File: src/rtl/spi_ram_slave_p.sv
`default_nettype none
// ============================================================================
// Module   : spi_ram_slave_p
// Purpose  : Clock-synchronous SPI-style slave in front of a small RAM.
//            Each frame is: one start edge, 2 command bits, then either a
//            DATA_WIDTH payload (00 wr-addr, 01 wr-data, 10 rd-addr) or a
//            turnaround edge plus DATA_WIDTH MISO cycles (11 rd-data).
// Ports    : clk       - system clock, rising edge
//            rst       - asynchronous active-high reset
//            SS_n      - slave select, active low, frames while low
//            MOSI      - serial data in, sampled on rising clk
//            MISO      - registered serial data out, 0 outside TX
//            frame_err - one-cycle pulse when a frame is aborted
// Options  : define SPI_RAM_BURST_EN to let write-data / read-data frames
//            continue at incrementing (wrapping) addresses while SS_n stays low.
// Revision : 1.0 - initial release
// ============================================================================
module spi_ram_slave_p #(
  parameter int DATA_WIDTH = 8,
  parameter int MEM_DEPTH  = 256,
  parameter int ADDR_WIDTH = $clog2(MEM_DEPTH)
) (
  input  logic clk,
  input  logic rst,
  input  logic SS_n,
  input  logic MOSI,
  output logic MISO,
  output logic frame_err
);

  localparam int CNT_WIDTH = $clog2(DATA_WIDTH);
  localparam logic [CNT_WIDTH-1:0]  c_last_bit  = CNT_WIDTH'(DATA_WIDTH - 1);
  localparam logic [ADDR_WIDTH-1:0] c_last_addr = ADDR_WIDTH'(MEM_DEPTH - 1);
`ifdef SPI_RAM_BURST_EN
  localparam logic c_burst = 1'b1;
`else
  localparam logic c_burst = 1'b0;
`endif

  typedef enum logic [2:0] {IDLE, START, CMD, RX, TURN, TX, DONE} state_t;

  state_t r_state, w_next;

  logic [DATA_WIDTH-1:0] mem [MEM_DEPTH];
  logic [DATA_WIDTH-1:0] r_shift, w_word, w_rd_word;
  logic [CNT_WIDTH-1:0]  r_cnt;
  logic [1:0]            r_cmd;
  logic [ADDR_WIDTH-1:0] r_wr_addr, r_rd_addr, r_tx_addr;
  logic [ADDR_WIDTH-1:0] w_wr_next, w_tx_next, w_wr_target, w_rd_sel;
  logic                  r_burst, w_last, w_active, w_err, w_mem_we;

  assign w_last    = (r_cnt == c_last_bit);
  assign w_word    = {r_shift[DATA_WIDTH-2:0], MOSI};
  assign w_wr_next = (r_wr_addr == c_last_addr) ? '0 : r_wr_addr + 1'b1;
  assign w_tx_next = (r_tx_addr == c_last_addr) ? '0 : r_tx_addr + 1'b1;

  // The first word of a write goes to wr_addr; burst continuation words go
  // one past the last written address.
  assign w_wr_target = r_burst ? w_wr_next : r_wr_addr;

  // TURN fetches the first read word, TX completion prefetches the next one.
  assign w_rd_sel  = (r_state == TURN) ? r_rd_addr : w_tx_next;
  assign w_rd_word = mem[w_rd_sel];

  assign w_active = r_state inside {START, CMD, RX, TURN, TX};
  // A burst sitting exactly on a word boundary has nothing half-transferred,
  // so releasing SS_n there is a clean end, not an abort.
  assign w_err    = SS_n && w_active && !(r_burst && (r_cnt == '0));
  assign w_mem_we = !SS_n && (r_state == RX) && w_last && (r_cmd == 2'b01);

  // --------------------------------------------------------------------------
  // FSM
  // --------------------------------------------------------------------------
  always_ff @(posedge clk or posedge rst) begin
    if (rst) r_state <= IDLE;
    else     r_state <= w_next;
  end

  always_comb begin
    w_next = r_state;
    case (r_state)
      IDLE:    if (!SS_n) w_next = START;
      START:   w_next = CMD;
      CMD:     w_next = ({r_cmd[1], MOSI} == 2'b11) ? TURN : RX;
      RX:      if (w_last && !(c_burst && (r_cmd == 2'b01))) w_next = DONE;
      TURN:    w_next = TX;
      TX:      if (w_last && !c_burst) w_next = DONE;
      DONE:    w_next = DONE;
      default: w_next = IDLE;
    endcase
    if (SS_n) w_next = IDLE;
  end

  // --------------------------------------------------------------------------
  // Datapath: command, payload shifter, addresses, MISO
  // --------------------------------------------------------------------------
  always_ff @(posedge clk or posedge rst) begin
    if (rst) begin
      MISO      <= 1'b0;
      frame_err <= 1'b0;
      r_shift   <= '0;
      r_cnt     <= '0;
      r_cmd     <= '0;
      r_wr_addr <= '0;
      r_rd_addr <= '0;
      r_tx_addr <= '0;
      r_burst   <= 1'b0;
    end else begin
      frame_err <= w_err;
      if (SS_n) begin
        MISO    <= 1'b0;
        r_cnt   <= '0;
        r_burst <= 1'b0;
      end else begin
        case (r_state)
          START: r_cmd[1] <= MOSI;
          CMD: begin
            r_cmd[0] <= MOSI;
            r_cnt    <= '0;
            r_burst  <= 1'b0;
          end
          RX: begin
            r_shift <= w_word;
            r_cnt   <= w_last ? '0 : r_cnt + 1'b1;
            if (w_last) begin
              case (r_cmd)
                2'b00:   r_wr_addr <= w_word[ADDR_WIDTH-1:0];
                2'b10:   r_rd_addr <= w_word[ADDR_WIDTH-1:0];
                2'b01: begin
                  if (c_burst) begin
                    r_wr_addr <= w_wr_target;
                    r_burst   <= 1'b1;
                  end
                end
                default: ;
              endcase
            end
          end
          TURN: begin
            MISO      <= w_rd_word[DATA_WIDTH-1];
            r_shift   <= w_rd_word << 1;
            r_tx_addr <= r_rd_addr;
            r_cnt     <= '0;
          end
          TX: begin
            if (w_last) begin
              r_cnt <= '0;
              if (c_burst) begin
                // rd_addr only advances once a word has been fully shifted out.
                r_rd_addr <= r_tx_addr;
                r_tx_addr <= w_tx_next;
                MISO      <= w_rd_word[DATA_WIDTH-1];
                r_shift   <= w_rd_word << 1;
                r_burst   <= 1'b1;
              end else begin
                MISO <= 1'b0;
              end
            end else begin
              MISO    <= r_shift[DATA_WIDTH-1];
              r_shift <= r_shift << 1;
              r_cnt   <= r_cnt + 1'b1;
            end
          end
          default: MISO <= 1'b0;
        endcase
      end
    end
  end

  // Memory contents survive reset on purpose.
  always_ff @(posedge clk) begin
    if (w_mem_we) mem[w_wr_target] <= w_word;
  end

endmodule
`default_nettype wire

File: config.mk
export PLATFORM = sky130hd
export DESIGN_NAME = spi_ram_slave_p
export DESIGN_NICKNAME = d
export VERILOG_FILES = /design/src/rtl/spi_ram_slave_p.sv
export SDC_FILE = /design/constraint.sdc
export NUM_CORES = 2
export LEC_CHECK = 0
export ABC_AREA = 1
export CAP_MARGIN = 20
export CORE_ASPECT_RATIO = 0.5
export CORE_UTILIZATION = 45
export DETAILED_ROUTE_END_ITERATION = 10
export DONT_BUFFER_PORTS = 1
export PLACE_DENSITY_LB_ADDON = 0.1
export SETUP_SLACK_MARGIN = 0.02
export SKIP_CTS_REPAIR_TIMING = 1
export SYNTH_ARGS = -nofsm -noshare
export SYNTH_HDL_FRONTEND = slang
export SYNTH_SLANG_ARGS = --single-unit
File: constraint.sdc
create_clock -name clk -period 4.1 [get_ports clk]
set_input_delay 0.205 -clock clk [delete_from_list [all_inputs] [get_ports clk]]
set_output_delay 0.205 -clock clk [all_outputs]
set_load 0.05 [all_outputs]
---- Word level (Yosys, flattened, before mapping) ----
Memories as Yosys holds them, arrays and structs flattened.
Cells that the tools add are included.
cells by class
  $add $sub $neg .......................... 3
  equal/unequal tests ..................... 15
  multiplexer cells ....................... 20
  bitwise gates (word level) .............. 1
  reduce and logical (&&, ||, !) cells .... 24
operator list
  kind                   count
  $mux W8                5
  $pmux W8 S3            1
  $pmux W3 S6            1
  $add A8 B1 Y8 const B  2
  $eq A8 B8 Y1 const B   2
  $mux W3                5
  $eq A3 B3 Y1 const B   4
  $reduce_and A4 Y1      2
  $eq A3 B2 Y1 const B   2
  $logic_and A1 B1 Y1    6
  $logic_not A3 Y1       2
  $mux W1                6
  $pmux W3 S2            1
  $reduce_and A2 Y1      3
  $reduce_bool A3 Y1     2
  $reduce_bool A5 Y1     1
  $eq A2 B2 Y1 const B   2
  $reduce_or A2 Y1       2
  $add A3 B1 Y3 const B  1
  $eq A3 B1 Y1 const B   1
  $ne A3 B1 Y1 const B   1
  $pmux W1 S3            1
  $reduce_and A3 Y1      1
  $reduce_or A3 Y1       1
  7 further kinds        8
word-level totals
  flip-flop bits (word level) ............. 43
  bits in writable memories ............... 2,048
  input port bits ......................... 4
  output and inout port bits .............. 2
  word-level logic and storage cells ...... 75
  memories kept ........................... 1
memory list
  memory  words  width  rd ports  clocked after Yosys merged registers in  wr ports  RTL line  text
  mem     256    8      1         0                                        1         44        logic [DATA_WIDTH-1:0] mem [MEM_DEPTH];

---- Longest topological paths before layout ----
  word-level depth ........................ 6
  gate-level depth with buffers ........... 19
  depth with buffers taken out ............ 16

---- Worst setup path before layout ----
Ideal clock, no wire load.
  kind .................................... register -> register
  from .................................... register r_shift[0]
  to ...................................... memory mem[0][1] (data pin)
  library setup time ...................... 0.807 ns
  data arrival time ....................... 3.198 ns
  data required time ...................... 3.293 ns
  path slack .............................. 0.096 ns
  cell stages (with the launch flop) ...... 1
  buffers on the path ..................... 0
  clock period less this slack ............ 4.004 ns
  path through ............................ dfrtp_1
RTL lines
  element                   RTL line  text
  start: declaration        45        logic [DATA_WIDTH-1:0] r_shift, w_word, w_rd_word;
  start signal: assignment  123       r_shift <= w_word;
  start signal: assignment  141       r_shift <= w_rd_word << 1;
  start signal: assignment  153       r_shift <= w_rd_word << 1;
  end: declaration          44
No word-level cell before the write port.

---- Worst setup path after layout ----
  from .................................... register r_state[0]
  to ...................................... register r_shift[6]
on the way
  word-level cells in the longest chain between the ends .. 4
  elaborated cells between the ends (all ways) .. 9
RTL lines
  element                   RTL line  text
  start: declaration        42        state_t r_state, w_next;
  start signal: assignment  76        else r_state <= w_next;
  $eq A3 B3 Y1              62, 115
  $mux W8                   62        assign w_rd_sel = (r_state == TURN) ? r_rd_addr : w_tx_next;
  $mem_v2 Z256 W8           n/a
  $pmux W8 S3               115       case (r_state)
Parallel ways exist; a longest one is shown, timed or not.
A chain may end at the register's enable or synchronous reset.

==> impl_metrics.py <==
metrics = {
    "status": {
        "status": "finished with violations",
        "violations": "slew limit",
    },
    "detailed_routing": {
        "avgRoutedWirePerCell_um": 27.39,
        "vias": 59830,
        "drtIter0Drc": 7869,
        "dr_wl_met3_um": 27260,
        "top_layer": "met5",
        "postRouteAntennaNets": 0,
        "viasPerCell": 6.121,
        "first_pass_iters": 5,
        "drcViolationCount": 0,
        "route.met2.wl_um": 116500,
        "wl_met1_um": 117900,
        "routed_wl_um": 267700,
    },
    "global_routing": {
        "grt_remaining_overflow": 0,
        "antenna_found_initial": 9,
        "grt_pass1_vias": 57180,
        "grt_max_degree": 260,
        "grt_first_pass_wirelength_um": 389900,
        "grtUsageTotal_pct": 26.93,
    },
    "power": {
        "vdd_drop_max_v": 0.0003740,
        "power_density_mw_per_mm2": 545.5,
        "p_leak_nw": 32.21,
        "finalPower_mw": 52.31,
    },
    "floorplanning": {
        "io_pins": 6,
        "die_w_um": 623.0,
        "core_sq_mm": 0.1907,
        "row_count": 113,
        "die_y_um": 312.5,
        "initial_core_util_pct": 45.49,
        "die_area_sq_mm": 0.1947,
    },
    "worst_setup_path": {
        "r2r_start": "r_state[0]$_DFFE_PP0P_",
        "cp-start-kind": "flop",
        "required_ns": 4.86,
        "crit_path_end_kind": "flop",
        "rr_worst_depth": 16,
        "cp.arrival_ns": 4.68,
        "timing.rr.end": "r_shift[6]$_DFFE_PP0P_",
        "reg2reg_setup_slack_ns": 0.17,
        "worstSetupPathType": "reg2reg",
        "critPathMaxFanout": 93,
    },
    "yosys": {
        "synth_cell_type_count": 37,
        "synth_nets": 7302,
        "synth.largest_area_cell": "edfxtp_1",
        "syn_area_per_cell_sq_um": 11.90,
        "synth_top_area_share_pct": 70.88,
        "syn_area_sq_mm": 0.08676,
        "syn_inst": 7294,
        "ys.flop_type": "edfxtp_1",
        "yosys-top-cells-area": "edfxtp_1, nand3_1, nand2_1",
        "async_flop_share_pct": 2.010,
        "synth_seq_area_share_pct": 72.09,
        "ys_ff_latch": 2090,
        "synth_edf_count": 2048,
        "yosysWarnings": 0,
    },
    "place": {
        "port_buffers": 0,
        "post-dp-hpwl_um": 151400,
        "gp_congestion": 0.8627,
        "placed_area_sq_mm": 0.08958,
    },
    "cts": {
        "cts_tree": "done",
        "path_clk_slew_ns": 0.07,
        "htree_levels": 4,
        "cts_buffers": 196,
        "cts.sinks": 2090,
        "clk_latency_ns": 0.85,
        "clockRootBuffer": "clkbuf_16",
        "clock_tree.buffer_depth": 4,
    },
    "flow_run": {
        "drv_cap": 0,
    },
    "timing": {
        "rsz0062_at_grt": "yes",
        "max_slew.worst_pin.slew_ns": 1.697,
        "fin_worst_skew_ns": 0.04289,
        "max-slew-margin-rel_pct": -13.12,
        "holdWs_ns": 0.02510,
        "fin_setup_tns_ns": 0,
        "fin_crit_ns": 3.927,
        "min_period_over_period_pct": 95.77,
        "hold_viol": 0,
        "max_freq_mhz": 254.7,
        "slew_viol_final": 102,
        "setup_viol": 0,
    },
    "layout": {
        "fin_area_sq_mm": 0.09589,
        "utilization_pct": 50.28,
        "area_growth_pct": 10.52,
        "drive_gt1_share_pct": 7.016,
        "fill_cells": 16480,
        "nNetsFinal": 7100,
    },
    "worst_hold_path": {
        "min-delay-path-class": "in2async",
    },
}
layout make-up:
class / instances / area, sq um / share of cell area (%)
flip-flops and latches: 2090 / 62580 / 65.26
multi-input cells: 4553 / 21330 / 22.24
clock buffers: 235 / 5135 / 5.355
well taps: 2530 / 3166 / 3.301
repair buffers: 197 / 2389 / 2.491
clock inverters: 112 / 1076 / 1.122
inverters: 54 / 212.7 / 0.2218
diodes: 4 / 10.01 / 0.01044
cell usage after synthesis (2+ instances only):
master / number
nor2_1: 281
o31ai_1: 2
o21ai_0: 24
a211oi_1: 2
xor2_1: 3
a21oi_1: 22
buf_6: 6
a31oi_1: 2
ha_1: 4
mux2_2: 2
edfxtp_1: 2048
dfrtp_1: 42
buf_4: 9
buf_2: 403
o22ai_1: 3
inv_2: 4
o21a_1: 3
buf_1: 44
nand3_1: 3076
nand2_1: 1105
nand2_2: 2
nor3_1: 7
o21ai_2: 2
clkbuf_1: 135
inv_1: 49
nand2_4: 3
layout by cell type (no fill, tap or decap), types with 3 or more instances in the layout:
master | netlist | routed
a21oi_1 | 22 | 21
clkinvlp_4 | 0 | 6
dfrtp_1 | 42 | 35
dlygate4sd3_1 | 0 | 4
buf_12 | 0 | 70
xor2_1 | 3 | 3
nand2_8 | 0 | 3
nor2_2 | 1 | 5
inv_1 | 49 | 48
clkinv_1 | 1 | 48
clkbuf_16 | 0 | 199
nor3_1 | 7 | 7
clkbuf_1 | 135 | 34
bufinv_16 | 0 | 21
nand3_1 | 3076 | 3075
buf_4 | 9 | 121
edfxtp_1 | 2048 | 2048
o21ai_0 | 24 | 24
clkinv_2 | 0 | 33
dfrtp_4 | 0 | 7
ha_1 | 4 | 4
nand2_2 | 2 | 16
nor2_1 | 281 | 277
inv_2 | 4 | 3
nand2_1 | 1105 | 1089
diode_2 | 0 | 4
worst max-delay path, cell delays in order (launching register included):
cell and delay (ns):
dfrtp_1 0.46, nor2_4 0.23, nand2_2 0.08, inv_2 0.15, nand2_8 0.24, nand2_8 0.30, buf_12 0.34, nand2_1 0.10
nand3_1 0.14, nand3_1 0.11, nand3_1 0.11, nand3_1 0.39, nand3_1 0.23, nand3_1 0.27, nand3_1 0.24, nand3_1 0.09
a21oi_1 0.17
registers in the layout, indices dropped and copies added, names as in the netlist:
register,cells
r_rd_addr,8
r_cmd,2
r_cnt,3
MISO,1
r_tx_addr,8
r_wr_addr,8
mem,2048
frame_err,1
r_state,3
r_shift,8
kinds of logic after synthesis:
logic type      synth area share [%]
xor+xnor                     0.03029
flops                          72.09
fa+ha+maj                    0.05768
buf+inv                        3.488
compound gates                0.4384
mux                          0.02596
simple gates                   23.87
worst max-delay path by stage:
stage | startpoint | to | slack [ns] | depth (start not counted)
finish | r_state[0]$_DFFE_PP0P_ | r_shift[6]$_DFFE_PP0P_ | 0.17 | 16
detailed placement | r_state[0]$_DFFE_PP0P_ | r_shift[1]$_DFFE_PP0P_ | 0.23 | 13
CTS | r_state[0]$_DFFE_PP0P_ | r_shift[1]$_DFFE_PP0P_ | 0.19 | 13
global route | r_state[2]$_DFFE_PP0P_ | mem[58][1]$_DFFE_PP_ | 0.01 | 8
floorplan | r_shift[0]$_DFFE_PP0P_ | mem[0][1]$_DFFE_PP_ | 0.1 | 0
global placement | r_state[0]$_DFFE_PP0P_ | r_shift[1]$_DFFE_PP0P_ | 0.30 | 13
through the flow:
step,worst slack [ns],std cells
floorplan,0.09591,7294
global placement,0.3010,9419
detailed placement,0.2260,9419
CTS,0.1928,9766
global route,0.01056,9771
finish,0.1734,9775
power by group:
part           internal [mW]  switching, mW
logic                   1.71           5.92
clock network           10.2           8.06
registers               25.6          0.825
total                   37.5           14.8
metal layers:
| layer | up-vias | global-route usage, % |
|---|---|---|
| met4 | 2 | 6.235 |
| met2 | 2818 | 39.69 |
| met3 | 380 | 6.024 |
| met1 | 30270 | 40.68 |
| met5 | - | 0 |
| li1 | 26360 | - |
(Power assumes the default switching activity.)
